### src/rtl/dma_fifo_buffer.sv
`default_nettype none
// +----------------------------------------------------------------------------+
// | Module  : dma_fifo_buffer                                                  |
// | Brief   : DMA word FIFO filled by 16-bit halves or packed bytes, drained    |
// |           one word per DECFIFO; head word drives OD combinationally.       |
// | Option  : DMA_FIFO_ERR_EN adds sticky OVFERR / UNFERR outputs.              |
// | Revision: 1.0                                                              |
// +----------------------------------------------------------------------------+
module dma_fifo_buffer #(
  parameter int DEPTH = 8,
  parameter int AW    = 3
) (
  input  logic        CLK,
  input  logic        RST_,
  input  logic [31:0] ID,
  input  logic        LLWORD,
  input  logic        LHWORD,
  input  logic        WRBYTE,
  input  logic        INCFIFO,
  input  logic        DECFIFO,
  input  logic        FLUSH,
  output logic [31:0] OD,
  output logic [1:0]  BO,
  output logic        FIFOFULL,
`ifdef DMA_FIFO_ERR_EN
  output logic        OVFERR,
  output logic        UNFERR,
`endif
  output logic        FIFOEMPTY
);

  logic [31:0]   r_mem [DEPTH];
  logic [AW-1:0] r_wr_ptr;
  logic [AW-1:0] r_rd_ptr;
  logic [AW:0]   r_count;
  logic [1:0]    r_bo;

  logic          w_full;
  logic          w_empty;
  logic          w_inc_ok;
  logic          w_dec_ok;
  logic          w_wr_en;
  logic [3:0]    w_be;
  logic [31:0]   w_wdata;

  assign w_full   = (r_count == (AW+1)'(DEPTH));
  assign w_empty  = (r_count == '0);
  assign w_inc_ok = INCFIFO & ~w_full;
  assign w_dec_ok = DECFIFO & ~w_empty;

  // When full the write entry aliases the head entry, so lane writes are
  // blocked to keep OD stable; FLUSH also leaves memory untouched.
  assign w_wr_en  = ~FLUSH & ~w_full;

  assign w_be[0] = w_wr_en & (LLWORD | (WRBYTE & (r_bo == 2'd0)));
  assign w_be[1] = w_wr_en & (LLWORD | (WRBYTE & (r_bo == 2'd1)));
  assign w_be[2] = w_wr_en & (LHWORD | (WRBYTE & (r_bo == 2'd2)));
  assign w_be[3] = w_wr_en & (LHWORD | (WRBYTE & (r_bo == 2'd3)));

  // Halfword strobes take the lane from their own ID bits; a byte write
  // always sources ID[7:0].
  assign w_wdata = {LHWORD ? ID[31:24] : ID[7:0],
                    LHWORD ? ID[23:16] : ID[7:0],
                    LLWORD ? ID[15:8]  : ID[7:0],
                    ID[7:0]};

  always_ff @(posedge CLK) begin
    for (int i = 0; i < 4; i++) begin
      if (w_be[i]) begin
        r_mem[r_wr_ptr][8*i +: 8] <= w_wdata[8*i +: 8];
      end
    end
  end

  always_ff @(posedge CLK or negedge RST_) begin
    if (!RST_) begin
      r_wr_ptr <= '0;
      r_rd_ptr <= '0;
      r_count  <= '0;
      r_bo     <= 2'd0;
    end else if (FLUSH) begin
      r_wr_ptr <= '0;
      r_rd_ptr <= '0;
      r_count  <= '0;
      r_bo     <= 2'd0;
    end else begin
      if (w_inc_ok) begin
        r_wr_ptr <= r_wr_ptr + AW'(1);
      end
      if (w_dec_ok) begin
        r_rd_ptr <= r_rd_ptr + AW'(1);
      end
      r_count <= r_count + {{AW{1'b0}}, w_inc_ok} - {{AW{1'b0}}, w_dec_ok};
      if (INCFIFO) begin
        r_bo <= 2'd0;
      end else if (WRBYTE) begin
        r_bo <= r_bo + 2'd1;
      end
    end
  end

`ifdef DMA_FIFO_ERR_EN
  logic r_ovferr;
  logic r_unferr;

  always_ff @(posedge CLK or negedge RST_) begin
    if (!RST_) begin
      r_ovferr <= 1'b0;
      r_unferr <= 1'b0;
    end else if (FLUSH) begin
      r_ovferr <= 1'b0;
      r_unferr <= 1'b0;
    end else begin
      if (INCFIFO & w_full) begin
        r_ovferr <= 1'b1;
      end
      if (DECFIFO & w_empty) begin
        r_unferr <= 1'b1;
      end
    end
  end

  assign OVFERR = r_ovferr;
  assign UNFERR = r_unferr;
`endif

  assign OD        = r_mem[r_rd_ptr];
  assign BO        = r_bo;
  assign FIFOFULL  = w_full;
  assign FIFOEMPTY = w_empty;

endmodule
`default_nettype wire

### config.mk
export PLATFORM = sky130hd
export DESIGN_NAME = dma_fifo_buffer
export DESIGN_NICKNAME = d
export VERILOG_FILES = /design/src/rtl/dma_fifo_buffer.sv
export SDC_FILE = /design/constraint.sdc
export NUM_CORES = 1
export LEC_CHECK = 0
export CAP_MARGIN = 5
export CORE_ASPECT_RATIO = 1.25
export CORE_MARGIN = 1
export CORE_UTILIZATION = 39
export DETAILED_ROUTE_END_ITERATION = 16
export GPL_ROUTABILITY_DRIVEN = 0
export PLACE_DENSITY_LB_ADDON = 0.12
export SLEW_MARGIN = 5
export SYNTH_ARGS = -nofsm -noshare
export SYNTH_HDL_FRONTEND = slang
export SYNTH_SLANG_ARGS = --single-unit
### constraint.sdc
create_clock -name CLK -period 2.6 [get_ports CLK]
set_input_delay 0.39 -clock CLK [delete_from_list [all_inputs] [get_ports CLK]]
set_output_delay 0.39 -clock CLK [all_outputs]
set_load 0.005 [all_outputs]
==> results by group <==
Status
  • Failing checks: negative setup slack
  • Status: complete, but fails checks

Clock tree
  • CTS max path bufs: 3
  • Clk Latency, worst-skew pair: 0.54 ns
  • CTS Root Buffer Type: clkbuf_16
  • CTS tree: yes
  • H-tree depth: 1
  • CTS Buf Count: 28
  • Hold-fix buffers, CTS: 0
  • Reg clk slew, reported paths: ~0.06 ns
  • Sink Count: 268

STA
  • Minimum clock period: 2.71 ns
  • Fmax: 370 MHz
  • Final WS setup: -0.106 ns
  • Unrepaired setup endpoints after global routing: true
  • Rel. slew slack: 57.7%
  • Fin crit share: 104%
  • Final hold violations: 0
  • Final setup vio count: 27
  • Setup Skew: approximately 0.023 ns
  • Slew @ Worst Pin: 0.633 ns
  • TNS Setup: -1.75 ns
  • Slew Limit Fails: 0

Layout
  • Post-Layout Cell Count: around 1100
  • Most frequent cells in the layout: 256 x edfxtp_1, 62 x mux4_2, 50 x buf_6
  • P&R area growth vs syn: 27.1%
  • Multi-input gate area: 2830 um^2
  • N_diodes: 0
  • Commonest non-fill, non-tap cell in the layout: edfxtp_1
  • Post-route cell area: 13900 um^2
  • Layout cells sized above 1: 36.3%
  • Net count reported at finish: 762
  • Filler instances: 2292
  • Register Area: around 8000 um^2

Global route
  • First-pass GRT wire length: ~37000 um
  • Vias in the first global route: 5991
  • Antenna violations before repair: 0
  • GRT Util Overall: between 10% and 20%
  • GR Overflow Total: 0
  • Largest net degree at the start of global routing: 35

Synthesis
  • Post-Syn Instances: about 550
  • Synth warnings: 0
  • FF+latch count, synth: ~270
  • Simple-Gate Fraction of Synth Area: 4.63%
  • Synth Area in XOR/XNOR: 0.160%
  • Post-synthesis adder-cell area fraction: about 1.6%
  • Synth area leader: edfxtp_1
  • Syn avg cell area: 19.8 um^2
  • Synth area leaders: edfxtp_1 70%, mux4_2 12%, mux2_2 4.3%
  • Mapped Area: approximately 11000 um^2
  • Syn_nets: slightly above 600
  • EDFF count, synth: 256
  • Seq/Total Area, Yosys: 73.1%
  • Post-synth top area share: 70.4%
  • Post-synth top flop: edfxtp_1
  • Main combinational cell family by area after synthesis: multiplexers
  • Post-synth ARST share: 4.48%
  • Post-synthesis mux area share: between 10% and 20%
  • Synth Area in Compound Gates: 0.618%
  • Yosys cell types: 32

Floorplanning
  • IO Pins: 76
  • Die width: 152 um
  • Core area: 27600 um^2
  • # rows: between 60 and 70
  • Starting Density: around 40%
  • DIE HEIGHT: 189 um
  • Die footprint: 28700 um^2

Setup path
  • Worst r2r dst: r_count[2]
  • CP startpoint: r_rd_ptr[0]
  • Crit path required time: 2.21 ns
  • Startpoint types: register
  • Crit Path Category: register to output port
  • Max Fanout on Critical Path: 6
  • Reg2reg path depth: 11
  • CP arrival: 2.32 ns
  • FF-to-FF Start: r_count[2]
  • R2R setup slack: 0.36 ns
  • Crit. End Element: output port

Place
  • Placed Cells: 995
  • PortBufs: 75
  • HPWL Detailed: 15500 um
  • Dpl cell area: 12400 um^2

Route
  • DRT Pass-1 Iters: 4
  • Drt drc: 0
  • Vias: 5574
  • Post-Route WL: roughly 25000 um
  • DR WL/cell: 22.8 um
  • Starting DRC count in detailed routing: 336
  • Vias per std cell: 5.16
  • Antenna viol nets, final: 0

Power
  • LEAKAGE: 0.00479 uW
  • PD cells: 883 nW/um^2
  • Total power: 12300 uW
  • Max VDD drop: 593 uV

Worst hold path
  • Min-delay worst type: input port to async pin

Run
  • Max Cap Violations: 0
metrics by stage:
| stage | setup slack (ns) | utilization (%) | hold WS, ns |
|---|---|---|---|
| final | -0.106 | 50.4 | 0.255 |
| after global routing | -0.163 | 50.4 | 0.295 |
| after CTS | -0.116 | 49.9 | 0.259 |
| after detailed placement | 0.0743 | 44.9 | 0.638 |
| after global placement | 0.0867 | 44.9 | 0.630 |
| after floorplan | 0.313 | - | 0.0944 |
routing by layer:
layer / track usage, % / up-vias / wire [um]
met4: 4.30 / 0 / 393
li1: - / 2508 / -
met3: 2.60 / 31 / 1160
met2: 31.5 / 125 / 13000
met5: 0 / - / 0
met1: 22.9 / 2910 / 10100
cells by family after synthesis:
| group | count (synthesis) |
|---|---|
| buffers and inverters | 41 |
| xor gates and xnor gates | 2 |
| adders and majority gates | 13 |
| muxes | 108 |
| DFF | 268 |
| AOI/OAI and AO/OA | 12 |
| and+or+nand+nor | 108 |
power by group:
group,internal [uW],total [uW],switching (uW),leakage (uW)
clock,2200,3770,1560,0.000427
combinational,2180,3470,1280,0.00189
sequential,4950,5030,81.2,0.00248
synth_stat cells (2+ instances only):
master,count
a21oi_1,8
a31o_2,2
buf_2,5
buf_6,3
clkbuf_1,20
dfrtp_1,12
edfxtp_1,256
ha_1,12
inv_1,9
mux2_2,42
mux2i_1,2
mux4_1,8
mux4_2,56
nand2_1,37
nand2b_1,9
nand3_1,2
nand3b_1,3
nor2_1,37
nor2b_1,6
nor3_1,2
o21ai_0,2
or3_1,7
or3b_2,2
xnor2_1,2
worst max-delay path, stage by stage (launching register included):
cell	delay, ns
dfrtp_4	0.51
buf_12	0.17
buf_8	0.14
buf_6	0.11
mux4_2	0.43
mux2_4	0.31
buf_6	0.12
state kept, by name, summed over array words and instances, names as in the netlist:
signal and cells:
BO 2, r_count 4, r_wr_ptr 3, r_mem 256
r_rd_ptr 3
how the worst max path moves through the flow:
stage,depth (start not counted),end,slack [ns]
2_1_floorplan,10,r_count[2],0.31
3_5_place_dp,4,OD[25],0.07
4_1_cts,6,OD[25],-0.12
5_1_grt,6,OD[6],-0.16
6_report,6,OD[25],-0.11
3_3_place_gp,4,OD[25],0.09
layout make-up:
class	instances	share of cell area [%]
Clock buffer	37	5.36
Clock inverter	15	0.919
Inverter	9	0.243
Multi-Input combinational cell	243	20.4
Sequential cell	268	57.5
Tap cell	350	3.15
Timing Repair Buffer	159	12.4
what timing repair did:
item	in CTS	in global routing
pin swaps	0	0
cloned	3	0
endpoints found under the setup margin	32	30
gates resized for setup	222	15
buffers inserted	26	5
(Power assumes the default switching activity.)
